$ cat src/rtl/perf_counter_bank_if.sv
// Bus bundle for perf_counter_bank: count controls and select in, readout and flags out.
// Ports: run, events, clear_cnt, snap, sel (master -> bank); rd_data, ovf, snap_valid (bank -> master).
// Parameters must match the perf_counter_bank instance that this bundle connects to.
interface perf_counter_bank_if #(
    parameter int WIDTH    = 32,
    parameter int CHANNELS = 4,
    parameter int SELW     = 4
);
    logic                run;
    logic [CHANNELS-1:0] events;
    logic                clear_cnt;
    logic                snap;
    logic [SELW-1:0]     sel;
    logic [WIDTH-1:0]    rd_data;
    logic [CHANNELS:0]   ovf;
    logic                snap_valid;

    modport master (
        output run, events, clear_cnt, snap, sel,
        input  rd_data, ovf, snap_valid
    );

    modport slave (
        input  run, events, clear_cnt, snap, sel,
        output rd_data, ovf, snap_valid
    );
endinterface

$ cat src/rtl/perf_counter_bank.sv
// Bank of a cycle counter plus CHANNELS event counters, with shadow snapshot and one readout port.
// Latency: counters update on the sampling edge; rd_data is one register behind the shadow/sel.
// No backpressure: counting is gated only by run; snapshots and reads are always accepted.
// Ports: clk, clr (async active-high reset), bus (slave side of perf_counter_bank_if).
module perf_counter_bank #(
    parameter int WIDTH    = 32,
    parameter int CHANNELS = 4,
    parameter int SATURATE = 0,
    parameter int SELW     = 4
) (
    input  logic                  clk,
    input  logic                  clr,
    perf_counter_bank_if.slave    bus
);
    // Index 0 is the cycle counter, index k is event channel k-1; matches sel and ovf numbering.
    localparam int N = CHANNELS + 1;

    logic [WIDTH-1:0] live   [N];
    logic [WIDTH-1:0] shadow [N];
    logic [N-1:0]     inc;
    logic [N-1:0]     ovf_r;
    logic [WIDTH-1:0] rd_r;
    logic [WIDTH-1:0] rd_next;
    logic             snap_valid_r;

    // Event strobes only count while the CPU is advancing.
    assign inc = {bus.events & {CHANNELS{bus.run}}, bus.run};

    // Out-of-range selects fall through to zero.
    always_comb begin
        rd_next = '0;
        for (int k = 0; k < N; k++) begin
            if (bus.sel == SELW'(k)) begin
                rd_next = shadow[k];
            end
        end
    end

    always_ff @(posedge clk or posedge clr) begin
        if (clr) begin
            for (int k = 0; k < N; k++) begin
                live[k]   <= '0;
                shadow[k] <= '0;
            end
            ovf_r        <= '0;
            rd_r         <= '0;
            snap_valid_r <= 1'b0;
        end else begin
            snap_valid_r <= bus.snap;
            rd_r         <= rd_next;
            for (int k = 0; k < N; k++) begin
                // Non-blocking read of live gives the pre-update value, so a coincident
                // clear still lets the shadow capture the old count.
                if (bus.snap) begin
                    shadow[k] <= live[k];
                end
                // Clear has priority: a coincident increment or overflow is dropped.
                if (bus.clear_cnt) begin
                    live[k]  <= '0;
                    ovf_r[k] <= 1'b0;
                end else if (inc[k]) begin
                    if (&live[k]) begin
                        ovf_r[k] <= 1'b1;
                        live[k]  <= (SATURATE != 0) ? live[k] : '0;
                    end else begin
                        live[k] <= live[k] + WIDTH'(1);
                    end
                end
            end
        end
    end

    assign bus.rd_data    = rd_r;
    assign bus.ovf        = ovf_r;
    assign bus.snap_valid = snap_valid_r;
endmodule

$ cat src/flat_wrapper.sv
// flat-port wrapper written by rule: the top's interface ports become plain ports
module perf_counter_bank_flat 
#(
    parameter int WIDTH    = 32,
    parameter int CHANNELS = 4,
    parameter int SATURATE = 0,
    parameter int SELW     = 4
)
  (clk, clr, bus_run, bus_events, bus_clear_cnt, bus_snap, bus_sel, bus_rd_data, bus_ovf, bus_snap_valid);
  perf_counter_bank_if #(.WIDTH(WIDTH), .CHANNELS(CHANNELS), .SELW(SELW)) bus_i ();
  input  logic clk;
  input  logic clr;
  input wire logic [$bits(bus_i.run)-1:0] bus_run;
  input wire logic [$bits(bus_i.events)-1:0] bus_events;
  input wire logic [$bits(bus_i.clear_cnt)-1:0] bus_clear_cnt;
  input wire logic [$bits(bus_i.snap)-1:0] bus_snap;
  input wire logic [$bits(bus_i.sel)-1:0] bus_sel;
  output wire logic [$bits(bus_i.rd_data)-1:0] bus_rd_data;
  output wire logic [$bits(bus_i.ovf)-1:0] bus_ovf;
  output wire logic [$bits(bus_i.snap_valid)-1:0] bus_snap_valid;
  assign bus_i.run = bus_run;
  assign bus_i.events = bus_events;
  assign bus_i.clear_cnt = bus_clear_cnt;
  assign bus_i.snap = bus_snap;
  assign bus_i.sel = bus_sel;
  assign bus_rd_data = bus_i.rd_data;
  assign bus_ovf = bus_i.ovf;
  assign bus_snap_valid = bus_i.snap_valid;
  perf_counter_bank #(.WIDTH(WIDTH), .CHANNELS(CHANNELS), .SATURATE(SATURATE), .SELW(SELW)) u_core (.clk(clk), .clr(clr), .bus(bus_i));
endmodule
$ cat config.mk
export PLATFORM = sky130hd
export DESIGN_NAME = perf_counter_bank_flat
export DESIGN_NICKNAME = d
export VERILOG_FILES = /design/src/rtl/perf_counter_bank_if.sv /design/src/rtl/perf_counter_bank.sv /design/src/flat_wrapper.sv
export SDC_FILE = /design/constraint.sdc
export NUM_CORES = 1
export LEC_CHECK = 0
export CORE_ASPECT_RATIO = 1.75
export CORE_MARGIN = 8
export CORE_UTILIZATION = 62
export CTS_CLUSTER_SIZE = 30
export DETAILED_ROUTE_END_ITERATION = 10
export PLACE_DENSITY = 0.8
export SLEW_MARGIN = 0
export SYNTH_ARGS = -nofsm -noshare
export SYNTH_HDL_FRONTEND = slang
export SYNTH_SLANG_ARGS = --single-unit
export TNS_END_PERCENT = 50
$ cat constraint.sdc
create_clock -name clk -period 14.7 [get_ports clk]
set_clock_uncertainty 0.05 [all_clocks]
set_input_delay 1.47 -clock clk [delete_from_list [all_inputs] [get_ports clk]]
set_output_delay 1.47 -clock clk [all_outputs]
set_load 0.01 [all_outputs]
==> impl_metrics.tcl <==
set metrics [dict create \
    numCtsBuffers 34 \
    grt_setup_unrepaired "no" \
    reg2reg_slack_ns 12.03 \
    portBuffers 50 \
    endpoint_kind "async pin" \
    fin_crit_ns 4.05 \
    yosysWarnings 0 \
    synth_cell_types 59 \
    syn_nets 1448 \
    synthCells 1430 \
    cp.arrival_ns 4.50 \
    pwr-share-seq_pct 49.4 \
    p_leak_nw 8.29 \
    crit_type "primary input to async pin" \
    drt_wl_total_mm 40.5 \
    critPathRequiredTime_ns 15.15 \
    cpPeakStageDelay_ns 0.89 \
    critPathMaxFanout 136 \
    ys_seq_elements 358 \
    die_w_um 138 \
    timing.final.crit_share_pct 27.5 \
    synthFlopType "dfrtp_1" \
    grt_pass1_wl_mm 64.2 \
    fp.dieArea_um2 31800 \
    routedWlPerCell_um 22.5 \
    vias_per_cell 6.32 \
    synth_edf_count 0 \
    path_cells "clkdlybuf4s50_1 -> inv_8 -> buf_4 -> buf_4" \
    core_area_um2 25900 \
    clk_pin_slew_ns 0.07 \
    crit_family "buffers and inverters" \
    ctsHtreeMaxLevel 2 \
    synth_commonest_cells "358 x dfrtp_1, 189 x nor2_1, 184 x mux2_2" \
    antenna_found_initial 0 \
    synth_area_per_cell_um2 11.4 \
    synth_top_area_cell "dfrtp_1" \
    holdWs_ns 0.426 \
    ys_seq_area_share_pct 55.2 \
    swShare_pct 21.3 \
    hold_path.class "register to register" \
    dp_cells 1740 \
    clock_sinks 358 \
    dp_hpwl_mm 27.7 \
    finalSetupViolations 0 \
    power_frac_comb_pct 3.5 \
    die_h_um 230 \
    power_mw 2.01 \
    ctsHoldBuffers 0 \
    clock_path_buffers 3 \
    syn_to_final_growth_pct 11.9 \
    preCtsSetupSlack_ns 9.93 \
    intPower_mw 1.58 \
    grt_pass1_vias 11600 \
    antennaDiodeCount 0 \
    clockRootBuffer "clkbuf_16" \
    outcome "completed" \
    route.detailed.drc 0 \
    netlist_top_cells_area "dfrtp_1 55%, mux2_2 13%, nor2_1 4.4%" \
    final_antenna_net_count 0 \
    tns_ns 0 \
    critPathSlowestCell "buf_4" \
    fmax_mhz 247 \
    critical_path.startpoint_type "primary input" \
    powerDensity_nw_per_um2 111 \
    cts_resized 0 \
    vdd_drop_max_mv 0.0926 \
    drt-pass1-iter-count 7 \
    maxCapViolCount 0 \
    slew_headroom_pct 22.2 \
    final_nets 1474 \
    setup_ws_ns 10.65 \
    initialDrtViolationCount 1001 \
    synthArstFlopShare_pct 100 \
    cp_num_buf_inv 4 \
    clock_latency_ns 0.52 \
    synth_most_common_cell "dfrtp_1" \
    num_rows 78 \
    slew_violations 0 \
    cts_setup_buffers 0 \
    switching_power_uw 429 \
    synth_top_cell_area_share_pct 55.2 \
    start_util_pct 62.8 \
    tightest_slew_ns 1.17 \
    finalWeightedCongestion 0.918 \
    hold_viol_final 0 \
    crit_top_cell "buf_4" \
    drive_above_1_share_pct 18.7 \
    grt_max_degree 137 \
    vias 11400 \
    track_usage_pct 25.5 \
    pwr-share-clk_pct 47.1 \
    overflow 0 \
    cts_tree "done" \
    netlist_area_um2 16200 \
    ioPinCount 51 \
    layout.cells.non_filler 1801 \
]
state kept, by name, indices dropped and copies added, names as in the netlist:
signal,flops
u_core.bus.snap_valid,1
u_core.bus.rd_data,32
u_core.bus.ovf,5
u_core.shadow,160
u_core.live,160
layout make-up:
type                    instances  area (um2)
clock inverters                11         160
multi-input cells             985        6950
repair buffers                 59         564
flip-flops and latches        358        8960
clock buffers                  50        1060
well taps                     320         400
fillers                      1823        7690
inverters                      18        75.1
kinds of logic after synthesis:
logic type                 count (synthesis)  synth area share, %
muxes                                    193                 13.3
DFF                                      358                 55.2
buffers and inverters                     87                 2.16
AOI/OAI and AO/OA                         86                 4.18
and+or+nand+nor                          560                 17.2
xor gates and xnor gates                 141                 7.61
adders and majority gates                  5                0.385
worst min-delay path, cell delays in order, from the launching register on:
cell	delay (ns)
dfrtp_1	0.34
nand2_1	0.05
nand2_1	0.05
final timing paths:
kind                                         start                     end  cells after the start
min in group asynchronous                      clr         u_core.live[39]                      2
worst max-delay path                           clr        u_core.live[123]                      4
worst min register to register  u_core.shadow[158]  u_core.bus.rd_data[30]                      2
max in group clk                     bus_clear_cnt         u_core.live[90]                      7
worst min-delay path            u_core.shadow[158]  u_core.bus.rd_data[30]                      2
worst max register to register     u_core.live[68]         u_core.live[74]                      5
power groups by stage:
stage / Sequential, mW / Clock [mW] / Combinational [mW]
after CTS: 0.994 / 0.959 / 0.0716
after detailed placement: 1.01 / 0 / 0.0712
after global routing: 0.994 / 0.993 / 0.0781
final: 0.994 / 0.947 / 0.0704
after floorplan: 1.01 / 0 / 0.0506
after global placement: 1.01 / 0 / 0.0703
metrics by stage:
stage          util, %  cell area (um2)
2_1_floorplan        -            16200
3_3_place_gp      65.5            16900
3_5_place_dp      65.5            16900
4_1_cts           70.3            18200
5_1_grt           70.3            18200
6_report          70.3            18200
routing by layer:
metal	track usage [%]	share of wire (%)	vias up
li1	-	-	5097
met1	28.6	36	5744
met2	42.8	50	408
met3	3.34	4.9	135
met4	20.6	8.9	0
met5	0	0	-
placed cells by master, fill, tap and decap left out, types with 8 or more instances in the layout:
cell type and instances:
dfrtp_1 358, nor2_1 189, mux2_2 184, nand2_1 109, xor2_1 81, nand3_1 64
xnor2_1 60, nand4_1 59, clkdlybuf4s50_1 48, clkbuf_16 37, nor3_1 32, a222oi_1 24
a21oi_1 21, and4_1 19, and3_1 18, inv_1 17, nor4_1 15, or4_1 9
o21ai_0 9, mux2i_1 9, clkbuf_8 9, buf_4 9, a221oi_1 8
No activity file was read; power rests on OpenSTA's default activity.
